### src/rtl/uart_pkg.sv
// Shared constants, FSM state encodings and parity helper for the buffered UART.
package uart_pkg;

    localparam int PARITY_NONE = 0;
    localparam int PARITY_EVEN = 1;
    localparam int PARITY_ODD  = 2;

    localparam int BIT_TICKS = 16;
    localparam int MID_TICKS = 8;

    typedef enum logic [2:0] {
        TX_IDLE,
        TX_START,
        TX_DATA,
        TX_PARITY,
        TX_STOP
    } tx_state_t;

    typedef enum logic [2:0] {
        RX_IDLE,
        RX_START,
        RX_DATA,
        RX_PARITY,
        RX_STOP,
        RX_BREAK
    } rx_state_t;

    function automatic logic parity_of(input logic [7:0] d, input int mode);
        return (mode == PARITY_ODD)  ? ~^d :
               (mode == PARITY_EVEN) ?  ^d : 1'b0;
    endfunction

endpackage

### src/rtl/uart_buffered_if.sv
// Streaming byte ports between the io decoder (master) and the UART (slave).
interface uart_buffered_if;
    logic [7:0] tx_data;
    logic       tx_valid;
    logic       tx_ready;
    logic [7:0] rx_data;
    logic       rx_valid;
    logic       rx_ready;

    modport master (output tx_data, tx_valid, rx_ready,
                    input  tx_ready, rx_data, rx_valid);
    modport slave  (input  tx_data, tx_valid, rx_ready,
                    output tx_ready, rx_data, rx_valid);
endinterface

### src/rtl/sync_fifo.sv
// First-word fall-through synchronous FIFO; head reads as 0 while empty.
module sync_fifo #(
    parameter int WIDTH = 8,
    parameter int DEPTH = 16
) (
    input  logic                     clk,
    input  logic                     resetn,
    input  logic                     push,
    input  logic [WIDTH-1:0]         wr_data,
    input  logic                     pop,
    output logic [WIDTH-1:0]         rd_data,
    output logic                     full,
    output logic                     empty,
    output logic [$clog2(DEPTH):0]   level
);
    localparam int AW = $clog2(DEPTH);
    localparam int LW = AW + 1;

    logic [WIDTH-1:0] mem [DEPTH];
    logic [AW-1:0]    wr_ptr;
    logic [AW-1:0]    rd_ptr;
    logic             push_ok;
    logic             pop_ok;

    assign full    = (level == LW'(DEPTH));
    assign empty   = (level == '0);
    // a push into a full FIFO is accepted when the head leaves in the same cycle
    assign push_ok = push && (!full || pop);
    assign pop_ok  = pop && !empty;
    assign rd_data = empty ? '0 : mem[rd_ptr];

    always_ff @(posedge clk) begin
        if (push_ok) mem[wr_ptr] <= wr_data;
    end

    always_ff @(posedge clk or negedge resetn) begin
        if (!resetn) begin
            wr_ptr <= '0;
            rd_ptr <= '0;
            level  <= '0;
        end else begin
            if (push_ok) wr_ptr <= wr_ptr + AW'(1);
            if (pop_ok)  rd_ptr <= rd_ptr + AW'(1);
            level <= level + LW'(push_ok) - LW'(pop_ok);
        end
    end
endmodule

### src/rtl/uart_buffered.sv
// Buffered UART: runtime 16x baud divisor, optional parity, TX/RX FIFOs, sticky line errors.
// TX: IDLE wait | START start bit | DATA 8 bits | PARITY opt | STOP. RX adds BREAK: wait for line high.
module uart_buffered
    import uart_pkg::*;
#(
    parameter int TX_DEPTH = 16,
    parameter int RX_DEPTH = 16,
    parameter int DIV_W    = 16,
    parameter int PARITY   = 0
) (
    input  logic                       clk,
    input  logic                       resetn,
    input  logic [DIV_W-1:0]           baud_div,
    uart_buffered_if.slave             bus,
    input  logic                       err_clr,
    output logic                       overrun,
    output logic                       frame_err,
    output logic                       parity_err,
    output logic [$clog2(TX_DEPTH):0]  tx_level,
    output logic [$clog2(RX_DEPTH):0]  rx_level,
    output logic                       tx_busy,
    output logic                       txd,
    input  logic                       rxd
);
    localparam logic [3:0] LAST_TICK = 4'(BIT_TICKS - 1);
    localparam logic [3:0] MID_LAST  = 4'(MID_TICKS - 1);
    localparam bit         HAS_PAR   = (PARITY != PARITY_NONE);

    logic [DIV_W-1:0] tick_cnt;
    logic             tick;

    // >= rather than == so a smaller new divisor never waits for a counter wrap
    always_ff @(posedge clk or negedge resetn) begin
        if (!resetn) begin
            tick_cnt <= '0;
            tick     <= 1'b0;
        end else if (tick_cnt >= baud_div) begin
            tick_cnt <= '0;
            tick     <= 1'b1;
        end else begin
            tick_cnt <= tick_cnt + DIV_W'(1);
            tick     <= 1'b0;
        end
    end

    logic       tx_full, tx_empty, tx_push, tx_pop;
    logic [7:0] tx_head;
    logic       rx_full, rx_empty, rx_push, rx_pop;
    logic [7:0] rx_head;

    assign tx_push      = bus.tx_valid && !tx_full;
    assign bus.tx_ready = !tx_full;
    assign rx_pop       = bus.rx_ready && !rx_empty;
    assign bus.rx_valid = !rx_empty;
    assign bus.rx_data  = rx_head;

    tx_state_t  tx_state;
    logic [3:0] tx_tcnt;
    logic [2:0] tx_bit;
    logic [7:0] tx_shift;
    logic       tx_par;

    // loading at the end of STOP chains frames with no idle gap
    assign tx_pop = tick && !tx_empty &&
                    (tx_state == TX_IDLE || (tx_state == TX_STOP && tx_tcnt == LAST_TICK));

    sync_fifo #(.WIDTH(8), .DEPTH(TX_DEPTH)) u_tx_fifo (
        .clk(clk), .resetn(resetn),
        .push(tx_push), .wr_data(bus.tx_data),
        .pop(tx_pop), .rd_data(tx_head),
        .full(tx_full), .empty(tx_empty), .level(tx_level)
    );

    always_ff @(posedge clk or negedge resetn) begin
        if (!resetn) begin
            tx_state <= TX_IDLE;
            tx_tcnt  <= '0;
            tx_bit   <= '0;
            tx_shift <= '0;
            tx_par   <= 1'b0;
            tx_busy  <= 1'b0;
            txd      <= 1'b1;
        end else if (tx_pop) begin
            tx_state <= TX_START;
            tx_tcnt  <= '0;
            tx_bit   <= '0;
            tx_shift <= tx_head;
            tx_par   <= parity_of(tx_head, PARITY);
            tx_busy  <= 1'b1;
            txd      <= 1'b0;
        end else if (tick && tx_state != TX_IDLE) begin
            tx_tcnt <= tx_tcnt + 4'd1;
            if (tx_tcnt == LAST_TICK) begin
                case (tx_state)
                    TX_START: begin
                        tx_state <= TX_DATA;
                        txd      <= tx_shift[0];
                    end
                    TX_DATA: begin
                        if (tx_bit == 3'd7) begin
                            tx_state <= HAS_PAR ? TX_PARITY : TX_STOP;
                            txd      <= HAS_PAR ? tx_par : 1'b1;
                        end else begin
                            tx_shift <= tx_shift >> 1;
                            txd      <= tx_shift[1];
                            tx_bit   <= tx_bit + 3'd1;
                        end
                    end
                    TX_PARITY: begin
                        tx_state <= TX_STOP;
                        txd      <= 1'b1;
                    end
                    TX_STOP: begin
                        tx_state <= TX_IDLE;
                        tx_busy  <= 1'b0;
                    end
                    default: tx_state <= TX_IDLE;
                endcase
            end
        end
    end

    logic       rx_s1, rx_s2;
    rx_state_t  rx_state;
    logic [3:0] rx_tcnt;
    logic [2:0] rx_bit;
    logic [7:0] rx_shift;
    logic       rx_par;
    logic       frame_set, par_set, ovr_set;
    logic       par_ok;

    always_ff @(posedge clk or negedge resetn) begin
        if (!resetn) begin
            rx_s1 <= 1'b1;
            rx_s2 <= 1'b1;
        end else begin
            rx_s1 <= rxd;
            rx_s2 <= rx_s1;
        end
    end

    assign par_ok = !HAS_PAR || (rx_par == parity_of(rx_shift, PARITY));

    always_ff @(posedge clk or negedge resetn) begin
        if (!resetn) begin
            rx_state  <= RX_IDLE;
            rx_tcnt   <= '0;
            rx_bit    <= '0;
            rx_shift  <= '0;
            rx_par    <= 1'b0;
            rx_push   <= 1'b0;
            frame_set <= 1'b0;
            par_set   <= 1'b0;
        end else begin
            rx_push   <= 1'b0;
            frame_set <= 1'b0;
            par_set   <= 1'b0;
            case (rx_state)
                RX_IDLE: begin
                    if (!rx_s2) begin
                        rx_state <= RX_START;
                        rx_tcnt  <= '0;
                    end
                end
                RX_START: begin
                    if (tick) begin
                        rx_tcnt <= rx_tcnt + 4'd1;
                        if (rx_tcnt == MID_LAST) begin
                            rx_tcnt  <= '0;
                            rx_bit   <= '0;
                            rx_state <= rx_s2 ? RX_IDLE : RX_DATA;
                        end
                    end
                end
                RX_DATA: begin
                    if (tick) begin
                        rx_tcnt <= rx_tcnt + 4'd1;
                        if (rx_tcnt == LAST_TICK) begin
                            rx_shift <= {rx_s2, rx_shift[7:1]};
                            rx_bit   <= rx_bit + 3'd1;
                            if (rx_bit == 3'd7) rx_state <= HAS_PAR ? RX_PARITY : RX_STOP;
                        end
                    end
                end
                RX_PARITY: begin
                    if (tick) begin
                        rx_tcnt <= rx_tcnt + 4'd1;
                        if (rx_tcnt == LAST_TICK) begin
                            rx_par   <= rx_s2;
                            rx_state <= RX_STOP;
                        end
                    end
                end
                RX_STOP: begin
                    if (tick) begin
                        rx_tcnt <= rx_tcnt + 4'd1;
                        if (rx_tcnt == LAST_TICK) begin
                            if (!rx_s2) begin
                                frame_set <= 1'b1;
                                rx_state  <= RX_BREAK;
                            end else begin
                                rx_state <= RX_IDLE;
                                if (par_ok) rx_push <= 1'b1;
                                else        par_set <= 1'b1;
                            end
                        end
                    end
                end
                RX_BREAK: begin
                    if (rx_s2) rx_state <= RX_IDLE;
                end
                default: rx_state <= RX_IDLE;
            endcase
        end
    end

    sync_fifo #(.WIDTH(8), .DEPTH(RX_DEPTH)) u_rx_fifo (
        .clk(clk), .resetn(resetn),
        .push(rx_push), .wr_data(rx_shift),
        .pop(rx_pop), .rd_data(rx_head),
        .full(rx_full), .empty(rx_empty), .level(rx_level)
    );

    assign ovr_set = rx_push && rx_full && !rx_pop;

    // set wins over a simultaneous clear
    always_ff @(posedge clk or negedge resetn) begin
        if (!resetn) begin
            overrun    <= 1'b0;
            frame_err  <= 1'b0;
            parity_err <= 1'b0;
        end else begin
            if (ovr_set)        overrun <= 1'b1;
            else if (err_clr)   overrun <= 1'b0;
            if (frame_set)      frame_err <= 1'b1;
            else if (err_clr)   frame_err <= 1'b0;
            if (par_set)        parity_err <= 1'b1;
            else if (err_clr)   parity_err <= 1'b0;
        end
    end
endmodule

### src/flat_wrapper.sv
// flat-port wrapper written by rule: the top's interface ports become plain ports
module uart_buffered_flat import uart_pkg::*;
#(
    parameter int TX_DEPTH = 16,
    parameter int RX_DEPTH = 16,
    parameter int DIV_W    = 16,
    parameter int PARITY   = 0
)
  (clk, resetn, baud_div, err_clr, overrun, frame_err, parity_err, tx_level, rx_level, tx_busy, txd, rxd, bus_tx_data, bus_tx_valid, bus_rx_ready, bus_tx_ready, bus_rx_data, bus_rx_valid);
  uart_buffered_if bus_i ();
  input  logic clk;
  input  logic resetn;
  input  logic [DIV_W-1:0] baud_div;
  input  logic err_clr;
  output logic overrun;
  output logic frame_err;
  output logic parity_err;
  output logic [$clog2(TX_DEPTH):0] tx_level;
  output logic [$clog2(RX_DEPTH):0] rx_level;
  output logic tx_busy;
  output logic txd;
  input  logic rxd;
  input wire logic [$bits(bus_i.tx_data)-1:0] bus_tx_data;
  input wire logic [$bits(bus_i.tx_valid)-1:0] bus_tx_valid;
  input wire logic [$bits(bus_i.rx_ready)-1:0] bus_rx_ready;
  output wire logic [$bits(bus_i.tx_ready)-1:0] bus_tx_ready;
  output wire logic [$bits(bus_i.rx_data)-1:0] bus_rx_data;
  output wire logic [$bits(bus_i.rx_valid)-1:0] bus_rx_valid;
  assign bus_i.tx_data = bus_tx_data;
  assign bus_i.tx_valid = bus_tx_valid;
  assign bus_i.rx_ready = bus_rx_ready;
  assign bus_tx_ready = bus_i.tx_ready;
  assign bus_rx_data = bus_i.rx_data;
  assign bus_rx_valid = bus_i.rx_valid;
  uart_buffered #(.TX_DEPTH(TX_DEPTH), .RX_DEPTH(RX_DEPTH), .DIV_W(DIV_W), .PARITY(PARITY)) u_core (.clk(clk), .resetn(resetn), .baud_div(baud_div), .bus(bus_i), .err_clr(err_clr), .overrun(overrun), .frame_err(frame_err), .parity_err(parity_err), .tx_level(tx_level), .rx_level(rx_level), .tx_busy(tx_busy), .txd(txd), .rxd(rxd));
endmodule
### config.mk
export PLATFORM = sky130hd
export DESIGN_NAME = uart_buffered_flat
export DESIGN_NICKNAME = d
export VERILOG_FILES = /design/src/rtl/uart_pkg.sv /design/src/rtl/uart_buffered_if.sv /design/src/rtl/sync_fifo.sv /design/src/rtl/uart_buffered.sv /design/src/flat_wrapper.sv
export SDC_FILE = /design/constraint.sdc
export NUM_CORES = 1
export LEC_CHECK = 0
export BUFFER_PORTS_ARGS = -buffer_cell sky130_fd_sc_hd__buf_2
export CELL_PAD_IN_SITES_DETAIL_PLACEMENT = 1
export CELL_PAD_IN_SITES_GLOBAL_PLACEMENT = 1
export CORE_MARGIN = 5
export CORE_UTILIZATION = 45
export CTS_BUF_LIST = sky130_fd_sc_hd__clkbuf_8
export DETAILED_ROUTE_END_ITERATION = 8
export GPL_ROUTABILITY_DRIVEN = 0
export GPL_TIMING_DRIVEN = 0
export PLACE_DENSITY = 0.81
export SYNTH_ARGS = -nofsm -noshare
export SYNTH_HDL_FRONTEND = slang
export SYNTH_SLANG_ARGS = --single-unit
### constraint.sdc
create_clock -name clk -period 3 [get_ports clk]
set_input_delay 0.3 -clock clk [delete_from_list [all_inputs] [get_ports clk]]
set_output_delay 0.3 -clock clk [all_outputs]
set_load 0.01 [all_outputs]
==> results.sh, run 1 <==
export IMPL_rows=66
export IMPL_path_clk_slew_ps=60
export IMPL_slowest_stage="mux4_2"
export IMPL_slew_violations=0
export IMPL_cellPowerDensity_mw_per_mm2=708
export IMPL_synth_edf_count=256
export IMPL_avgViaCountPerCell=5.41
export IMPL_clk_path_buf_depth=3
export IMPL_synth_top_area_share_pct=52.5
export IMPL_startpoint_type="flip-flop"
export IMPL_coreArea_mm2=0.0323
export IMPL_clock_latency_ps=600
export IMPL_io_buffer_count=53
export IMPL_reg2reg_to="u_core.u_rx_fifo.level[4]"
export IMPL_cp_slowest_stage_delay_ps=540
export IMPL_ff2ff_path_depth=15
export IMPL_cts_made_buffers=57
export IMPL_grt_usage_pct=17.9
export IMPL_synth_cells=898
export IMPL_nNetsFinal=1100
export IMPL_cp_max_fo=8
export IMPL_finClkSkew_ps=24.5
export IMPL_register_area_mm2=0.00987
export IMPL_yosys_register_bits=343
export IMPL_htree_levels=2
export IMPL_tightest_slew_ps=1260
export IMPL_syn2layout_area_growth_pct=14.6
export IMPL_cts_root_buffer="clkbuf_8"
export IMPL_vias=8171
export IMPL_fin_ws_ps=38.5
export IMPL_cp_endpoint="bus_rx_data[4]"
export IMPL_cp_top_family="multiplexers"
export IMPL_drive_gt1_share_pct=24.8
export IMPL_grt_pass1_vias=8838
export IMPL_placed_cells=1394
export IMPL_max_freq_mhz=338
export IMPL_worst_path_buf_inv=3
export IMPL_yosysSeqAreaShare_pct=67.4
export IMPL_fin_crit_sh_pct=98.7
export IMPL_setup_viol=0
export IMPL_leakage_nw=6.63
export IMPL_syn_area_mm2=0.0146
export IMPL_yosys_cell_types_count=61
export IMPL_hp_class="primary input to flip-flop"
export IMPL_drc=0
export IMPL_fillers=3119
export IMPL_grt_overflow=0
export IMPL_r2r_slack_ps=60
export IMPL_multi_input_area_mm2=0.00436
export IMPL_first_pass_iters=5
export IMPL_syn_area_per_cell_um2=16.3
export IMPL_synth_fp_nets=975
export IMPL_grt_first_pass_wirelength_um=50300
export IMPL_hold_viol_final=0
export IMPL_drv_cap=0
export IMPL_clock_sinks=343
export IMPL_critPathKind="flip-flop to primary output"
export IMPL_cp_required_ps=2700
export IMPL_start_util_pct=45.3
export IMPL_ir_drop_uv=558
export IMPL_die_area_mm2=0.0362
export IMPL_ys_async_sr_fraction_pct=25.4
export IMPL_drt_total_wl_um=32100
export IMPL_dr_first_iter_drc_count=421
export IMPL_diodes=0
export IMPL_cp_cell_sequence="buf_12 > buf_12 > mux4_2 > mux4_2 > nor2b_1 > buf_2"
export IMPL_startpoint="u_core.u_rx_fifo.rd_ptr[0]"
export IMPL_antenna_left=0
export IMPL_period_minus_slack_ps=2960
export IMPL_pin_count=55
export IMPL_dp_slack_ps=-607
export IMPL_fin_util_pct=51.9
export IMPL_end_kind="primary output"
export IMPL_rsz0062_at_grt="yes"
export IMPL_antenna_found_initial=0
export IMPL_die_x_um=190
export IMPL_relSlewSlack_pct=15.3
export IMPL_grt_max_degree=67
export IMPL_yosysWarningCount=0
export IMPL_synth_flop_cell="edfxtp_1"
export IMPL_dieHeight_um=190
export IMPL_wl_per_cell_um=21.3
export IMPL_worstPathArrival_ps=2660
export IMPL_place_hpwl_um=21400
export IMPL_tritoncts="done"
export IMPL_r2r_start="u_core.u_rx_fifo.level[2]"
export IMPL_fin_cells=1510
export IMPL_cp_num_cells=6
export IMPL_synth_top_cell_by_area="edfxtp_1"
export IMPL_netlist_top_cells_area="edfxtp_1, dfrtp_1, mux4_2"
export IMPL_outcome="finished, final reports clean"
==> power by group <==
group | switching, mW | leakage (nW) | internal [mW]
registers | 0.230 | 3.76 | 5.47
logic | 1.21 | 2.26 | 1.06
clock network | 1.84 | 0.613 | 2.08
total | 3.27 | 6.63 | 8.60
==> logic make-up (layout without fill, tap and decap cells) <==
family          after synthesis  count (layout)  share of synthesized area [%]
flops                       343             343                           67.4
simple gates                197             197                           6.43
compound gates              101             101                           4.46
mux                          90              90                           12.7
buf+inv                      85             255                           2.79
fa+ha+maj                    47              47                           4.12
xor+xnor                     34              34                           2.04
other cells                   1               1                         0.0256
==> sequential cells by signal, indices dropped and copies added, names as in the netlist, 5 cells and up <==
signal / count
u_core.u_rx_fifo.mem: 128
u_core.u_rx_fifo.level: 5
u_core.tx_shift: 8
u_core.rx_shift: 8
u_core.tick_cnt: 16
u_core.u_tx_fifo.level: 5
u_core.u_tx_fifo.mem: 128
==> stage by stage <==
step	power [mW]	TNS [ps]	hold slack, ps	instance area (um^2)
3_3_place_gp	7.73	-13400	348	15400
2_1_floorplan	7.20	0	4.41	14600
3_5_place_dp	7.83	-19880	218	15500
6_report	11.9	0	99.5	16800
4_1_cts	11.8	-25.5	66.9	16600
5_1_grt	12.5	-770	78.2	16800
==> cell type report <==
class                   instances  area share (%)
plain buffers                  37            1.51
clock buffers                  62            5.09
clock inverters                42            1.43
inverters                      47            1.07
multi-input cells             470            26.0
flip-flops and latches        343            58.9
well taps                     442            3.30
repair buffers                 67            2.70
==> worst reg2reg max path, delay by kind of cell, from the launching register on <==
family,cells,cell delay [ps]
buf+inv,4,410
compound gates,1,170
xor+xnor,1,130
fa+ha+maj,4,1110
simple gates,5,650
flops,1,380
==> cell usage after synthesis (all sizes together) (12+ instances only) <==
cell type / n
a21oi: 35
xnor2: 23
nor2b: 15
nand2: 41
buf: 26
mux4: 70
nor2: 77
nand3: 15
clkbuf: 12
dfrtp: 84
inv: 47
o21ai: 21
ha: 45
edfxtp: 256
a22oi: 13
==> cell usage in the layout (no fill, tap or decap), types with 4 or more instances in the layout <==
cell,netlist,final
a21o_1,9,9
a21oi_1,35,35
a22o_1,4,4
a22oi_1,13,13
buf_12,1,4
buf_2,13,64
buf_4,6,14
clkbuf_1,11,10
clkbuf_8,0,62
clkinv_1,0,15
clkinv_2,0,10
dfrtp_1,84,84
edfxtp_1,256,256
ha_1,45,45
inv_1,46,59
mux2_2,11,11
mux2i_1,9,9
mux4_2,52,67
nand2_1,41,41
nand2b_1,5,5
nand3_1,15,15
nand4_1,10,10
nor2_1,77,77
nor2b_1,15,14
nor3_1,11,4
nor3_2,0,7
o21ai_0,16,16
o21ai_1,4,4
or3_1,4,4
xnor2_1,23,23
xor2_1,11,11
==> how the worst min path moves through the flow <==
stage / endpoint / cells past startpoint / from
after floorplan: u_core.frame_err / 0 / resetn
after CTS: u_core.u_tx_fifo.mem[15][5] / 1 / bus_tx_data[5]
after detailed placement: u_core.u_rx_fifo.level[1] / 1 / resetn
after global placement: u_core.rx_s2 / 0 / u_core.rx_s1
after global routing: u_core.u_tx_fifo.mem[0][7] / 1 / bus_tx_data[7]
final: u_core.u_tx_fifo.mem[3][5] / 1 / bus_tx_data[5]
==> routing by layer <==
metal	up-vias	share of wire [%]	GRT usage, %
met3	46	4.6	3.31
li1	3668	-	-
met2	193	52	31.1
met1	4264	42	23.2
met4	0	1.9	4.75
met5	-	0	0
==> what timing repair did <==
item | CTS | global route
hold buffers | 3 | 0
endpoints found under the setup margin | 98 | 26
hold endpoints to repair | 87 | 0
gates cloned | 0 | 3
pin swaps | 1 | 0
gates resized for setup | 14 | 21
setup buffers | 3 | 4
Note: power is estimated with default switching activity, not from simulation.
==> inputs of run 2 (changes only) <==
CTS_BUF_LIST = not set   (was sky130_fd_sc_hd__clkbuf_8)
==> run 2 against run 1 <==
  * Worst setup slack improved by 60 ps
  * Clock power rose by 10%
  * Global-route usage rose by 0.17 points
  * Core utilization barely moved
  * Sequential cell count did not move
  * Sequential power barely moved
  * Critical path depth did not move
  * First-iteration DRC count rose by 28%
  * Via count fell by 1.7%
  * Critical endpoint unchanged
  * Largest cell class unchanged
==> results.sh, run 2 (same netlist as run 1, synthesis figures left out) <==
export IMPL_rows=66
export IMPL_antenna_left=0
export IMPL_power_total_mw=12.1
export IMPL_setup_viol=0
export IMPL_diodes=0
export IMPL_tightest_slew_ps=1210
export IMPL_cp_slowest_stage_delay_ps=590
export IMPL_start_util_pct=45.3
export IMPL_grt_first_pass_wirelength_um=50600
export IMPL_fin_crit_sh_pct=96.7
export IMPL_first_pass_iters=5
export IMPL_clock_sinks=343
export IMPL_cp_max_fo=10
export IMPL_outcome="finished, final reports clean"
export IMPL_critPathKind="flip-flop to primary output"
export IMPL_worstPathArrival_ps=2600
export IMPL_dr_first_iter_drc_count=537
export IMPL_r2r_slack_ps=150
export IMPL_nNetsFinal=1076
export IMPL_slew_violations=0
export IMPL_ff2ff_path_depth=15
export IMPL_wl_per_cell_um=21.8
export IMPL_reg_largest_list="u_core.u_rx_fifo.mem: 128 flops, u_core.u_tx_fifo.mem: 128 flops, u_core.tick_cnt: 16 flops"
export IMPL_startpoint_type="flip-flop"
export IMPL_syn2layout_area_growth_pct=14.5
export IMPL_reg2reg_to="u_core.u_rx_fifo.level[4]"
export IMPL_grt_max_degree=67
export IMPL_fin_util_pct=51.9
export IMPL_tritoncts="done"
export IMPL_worst_path_buf_inv=3
export IMPL_cp_endpoint="bus_rx_data[4]"
export IMPL_clk_path_buf_depth=3
export IMPL_leakage_nw=6.63
export IMPL_drc=0
export IMPL_cp_num_cells=6
export IMPL_avgViaCountPerCell=5.47
export IMPL_path_clk_slew_ps=60
export IMPL_drv_cap=0
export IMPL_cp_cell_sequence="buf_6 > buf_8 > mux4_1 > mux4_2 > nor2b_1 > buf_2"
export IMPL_p_sw_share_pct=26.7
export IMPL_cellPowerDensity_mw_per_mm2=722
export IMPL_drive_gt1_share_pct=21.5
export IMPL_place_hpwl_um=21400
export IMPL_drt_total_wl_um=32000
export IMPL_slowest_stage="mux4_1"
export IMPL_cp_required_ps=2700
export IMPL_vias=8029
export IMPL_fillers=3054
export IMPL_cts_made_buffers=37
export IMPL_max_freq_mhz=345
export IMPL_grt_pass1_vias=8627
export IMPL_power_frac_comb_pct=17.3
export IMPL_grt_overflow=0
export IMPL_htree_levels=2
export IMPL_cp_top_family="multiplexers"
export IMPL_ir_drop_uv=540
export IMPL_finClkSkew_ps=20.3
export IMPL_power_frac_seq_pct=47.0
export IMPL_clock_latency_ps=540
export IMPL_pin_count=55
export IMPL_hold_viol_final=0
export IMPL_coreArea_mm2=0.0323
export IMPL_cts_root_buffer="clkbuf_16"
export IMPL_period_minus_slack_ps=2900
export IMPL_dieHeight_um=190
export IMPL_end_kind="primary output"
export IMPL_antenna_found_initial=0
export IMPL_die_area_mm2=0.0362
export IMPL_startpoint="u_core.u_rx_fifo.rd_ptr[0]"
export IMPL_clockPowerShare_pct=35.7
export IMPL_p_switching_mw=3.24
export IMPL_relSlewSlack_pct=19.0
export IMPL_final_common_cell="edfxtp_1"
export IMPL_final_cell_mix="edfxtp_1, dfrtp_1, nor2_1"
export IMPL_die_x_um=190
export IMPL_internal_power_mw=8.87
export IMPL_hp_class="primary input to flip-flop"
export IMPL_io_buffer_count=53
export IMPL_grt_usage_pct=18.0
export IMPL_r2r_start="u_core.u_rx_fifo.level[2]"
export IMPL_rsz0062_at_grt="yes"
run 2: changes by cell type in the layout (fill, tap and decap cells not counted), moves of 2 or more:
cell	before	now
buf_12	4	1
buf_8	0	2
clkbuf_1	10	18
clkbuf_16	3	37
clkbuf_8	62	0
clkinv_1	15	10
clkinv_2	10	4
inv_1	59	46
mux4_1	3	17
mux4_2	67	53
run 2: power groups by stage:
| stage | sequential, mW | combinational, mW | clock [mW] |
|---|---|---|---|
| after floorplan | 5.75 | 1.45 | 0 |
| after global placement | 5.76 | 1.97 | 0 |
| after detailed placement | 5.79 | 2.05 | 0 |
| after CTS | 5.70 | 2.07 | 4.40 |
| after global routing | 5.73 | 2.32 | 4.64 |
| final | 5.70 | 2.10 | 4.32 |
run 2: timing repair:
item	4_1_cts	5_1_grt
hold buffers	2	0
buffers inserted	2	5
endpoints found under the hold margin	22	0
resized for setup	9	9
pin swaps	1	0
endpoints found under the setup margin	109	22
run 2: cell type report:
| type | instances | area (um^2) | share of cell area, % |
|---|---|---|---|
| Clock inverter | 20 | 180 | 1.08 |
| Sequential cell | 343 | 9870 | 58.9 |
| Inverter | 47 | 176 | 1.05 |
| Buffer | 37 | 235 | 1.40 |
| Clock buffer | 46 | 960 | 5.73 |
| Tap cell | 442 | 553 | 3.30 |
| Timing Repair Buffer | 63 | 368 | 2.19 |
| Multi-Input combinational cell | 470 | 4420 | 26.4 |
run 2: worst min-delay path by stage:
stage / startpoint / end / cells past startpoint
floorplan: resetn / u_core.frame_err / 0
global placement: u_core.rx_s1 / u_core.rx_s2 / 0
detailed placement: resetn / u_core.u_rx_fifo.level[1] / 1
CTS: err_clr / u_core.overrun / 3
global route: err_clr / u_core.overrun / 3
finish: err_clr / u_core.overrun / 3
run 2: worst min-delay path: cells and delay by family:
family,cells,cell delay (ps)
buffers and inverters,2,110
AOI/OAI and AO/OA,1,110
run 2: through the flow:
step / cells / setup WS (ps) / area [um^2] / hold WS [ps] / setup TNS (ps)
after global placement: 1393 / -453 / 15400 / 348 / -13400
after CTS: 1463 / 9.78 / 16700 / 13.8 / 0
after floorplan: 898 / 186 / 14600 / 4.41 / 0
after detailed placement: 1394 / -607 / 15500 / 218 / -19880
after global routing: 1468 / -5.46 / 16800 / 31.3 / -5.46
final: 1468 / 98.6 / 16800 / 26.3 / 0
run 2: metal layers:
metal  part of all wire, %  GRT usage, %  vias to the layer above
met5                     0             0                        -
met4                   2.5          5.47                        0
met1                    42          23.6                     4156
met3                   4.8          2.75                       49
li1                      -             -                     3613
met2                    51          31.3                      211
==> inputs of run 3 (changes only) <==
--- a/config.mk
+++ b/config.mk
@@ -11,7 +11,9 @@
 export CORE_MARGIN = 5
 export CORE_UTILIZATION = 45
+export CTS_BUF_LIST = sky130_fd_sc_hd__clkbuf_8
 export DETAILED_ROUTE_END_ITERATION = 8
 export GPL_ROUTABILITY_DRIVEN = 0
 export GPL_TIMING_DRIVEN = 0
+export HOLD_SLACK_MARGIN = 0.03
 export PLACE_DENSITY = 0.81
 export SYNTH_ARGS = -nofsm -noshare
==> constraint.sdc (replaced) <==
create_clock -name clk -period 3 [get_ports clk]
set_input_delay 0.3 -clock clk [delete_from_list [all_inputs] [get_ports clk]]
set_output_delay 0.3 -clock clk [all_outputs]
set_load 0.005 [all_outputs]
==> run 3 against run 2 <==
  * Cell count increased by 2.9%
  * Via count increased by 1.6%
  * Total power decreased by 2.2%
  * Sequential share of layout area about the same
  * Combinational power increased by 7%
  * Worst setup slack got worse by 94 ps
  * Highest routed layer unchanged
==> results.sh, run 3 (same netlist as run 1, synthesis figures left out) <==
export IMPL_max_freq_mhz=334
export IMPL_fin_ws_ps=4.89
export IMPL_startpoint_type="flip-flop"
export IMPL_hold_viol_final=0
export IMPL_rsz0062_at_grt="yes"
export IMPL_worstPathArrival_ps=2700
export IMPL_dpl_cell_area_mm2=0.0155
export IMPL_critPathKind="flip-flop to primary output"
export IMPL_die_area_mm2=0.0362
export IMPL_ir_drop_uv=558
export IMPL_dp_slack_ps=-607
export IMPL_cellPowerDensity_mw_per_mm2=706
export IMPL_grt_overflow=0
export IMPL_r2r_slack_ps=40
export IMPL_rows=66
export IMPL_antenna_left=0
export IMPL_power_total_mw=11.8
export IMPL_fin_util_pct=51.9
export IMPL_tightest_slew_ps=1250
export IMPL_setup_viol=0
export IMPL_outcome="finished, final reports clean"
export IMPL_period_minus_slack_ps=3000
export IMPL_io_buffer_count=53
export IMPL_final_common_cell="edfxtp_1"
export IMPL_grt_usage_pct=17.8
export IMPL_clock_latency_ps=600
export IMPL_vias=8159
export IMPL_grt_first_pass_wirelength_um=50300
export IMPL_reg_largest_list="u_core.u_rx_fifo.mem: 128 flops, u_core.u_tx_fifo.mem: 128 flops, u_core.tick_cnt: 16 flops"
export IMPL_nNetsFinal=1101
export IMPL_drc=0
export IMPL_wl_per_cell_um=21.3
export IMPL_cp_required_ps=2700
export IMPL_drv_cap=0
export IMPL_drive_gt1_share_pct=24.9
export IMPL_coreArea_mm2=0.0323
export IMPL_avgViaCountPerCell=5.40
export IMPL_place_hpwl_um=21400
export IMPL_syn2layout_area_growth_pct=14.6
export IMPL_hold_ws_ps=103
export IMPL_cts_made_buffers=57
export IMPL_clock_sinks=343
export IMPL_first_pass_iters=5
export IMPL_finClkSkew_ps=27.7
export IMPL_slew_violations=0
export IMPL_end_kind="primary output"
export IMPL_leakage_nw=6.64
export IMPL_dieHeight_um=190
export IMPL_fin_crit_sh_pct=99.8
export IMPL_diodes=0
export IMPL_final_area_mm2=0.0168
export IMPL_drt_total_wl_um=32100
export IMPL_start_util_pct=45.3
export IMPL_fillers=3123
export IMPL_antenna_found_initial=0
export IMPL_die_x_um=190
export IMPL_pin_count=55
export IMPL_dr_first_iter_drc_count=431
export IMPL_final_cell_mix="edfxtp_1, dfrtp_1, nor2_1"
export IMPL_grt_max_degree=67
export IMPL_htree_levels=2
export IMPL_relSlewSlack_pct=16.0
export IMPL_grt_pass1_vias=8828
export IMPL_tritoncts="done"
export IMPL_clk_path_buf_depth=3
export IMPL_hp_class="primary input to flip-flop"
export IMPL_path_clk_slew_ps=60
export IMPL_cp_max_fo=8
export IMPL_cts_root_buffer="clkbuf_8"
-- run 3: cell count changes in the layout (fill, tap and decap cells not counted), moves of 8 or more --
cell / previous run / this run
mux4_1: 17 / 3
clkbuf_8: 0 / 62
clkbuf_16: 37 / 3
clkbuf_1: 18 / 10
mux4_2: 53 / 67
inv_1: 46 / 59
-- run 3: routing by layer --
| metal | track usage [%] | vias to the layer above | wire length, um |
|---|---|---|---|
| met5 | 0 | - | 0 |
| met4 | 4.75 | 0 | 657 |
| met3 | 3.31 | 48 | 1460 |
| met2 | 31.0 | 207 | 16700 |
| met1 | 23.2 | 4239 | 13400 |
| li1 | - | 3665 | - |
-- run 3: worst paths after layout --
kind / start / cells past startpoint / to
max: u_core.u_rx_fifo.rd_ptr[0] / 7 / bus_rx_data[2]
min: bus_tx_data[6] / 1 / u_core.u_tx_fifo.mem[7][6]
max reg2reg: u_core.u_rx_fifo.level[2] / 15 / u_core.u_rx_fifo.level[4]
min reg2reg: u_core.rx_s1 / 0 / u_core.rx_s2
max in group asynchronous: resetn / 3 / u_core.rx_s2
min in group asynchronous: resetn / 2 / u_core.u_rx_fifo.rd_ptr[3]
-- run 3: where the power goes --
part | internal (mW) | switching, mW
Clock | 2.08 | 1.83
Sequential | 5.47 | 0.230
Combinational | 1.06 | 1.18
-- run 3: timing repair --
item | CTS | global route
setup buffers | 3 | 5
setup endpoints to repair | 97 | 26
hold buffers | 3 | 0
pin swaps | 1 | 0
resized for setup | 11 | 24
hold endpoints to repair | 87 | 0
gates cloned | 0 | 3
-- run 3: stage by stage --
step                setup TNS [ps]  cells
global route                  -956   1511
CTS                         -0.821   1503
global placement            -13400   1393
floorplan                        0    898
finish                           0   1511
detailed placement          -19880   1394
-- run 3: cell type report --
| type | count | area, um^2 | area share [%] |
|---|---|---|---|
| Buffer | 37 | 248 | 1.48 |
| Inverter | 47 | 179 | 1.07 |
| Timing Repair Buffer | 68 | 464 | 2.77 |
| Sequential cell | 343 | 9870 | 58.8 |
| Multi-Input combinational cell | 470 | 4360 | 26.0 |
| Clock buffer | 62 | 853 | 5.09 |
| Tap cell | 442 | 553 | 3.30 |
| Clock inverter | 42 | 239 | 1.43 |
-- run 3: critical path, cell delays in order, from the launching register on --
cell and delay (ps):
dfrtp_1 390, buf_8 180, buf_6 120, clkbuf_16 130
mux4_2 520, mux4_2 480, nor2b_1 140, buf_2 120
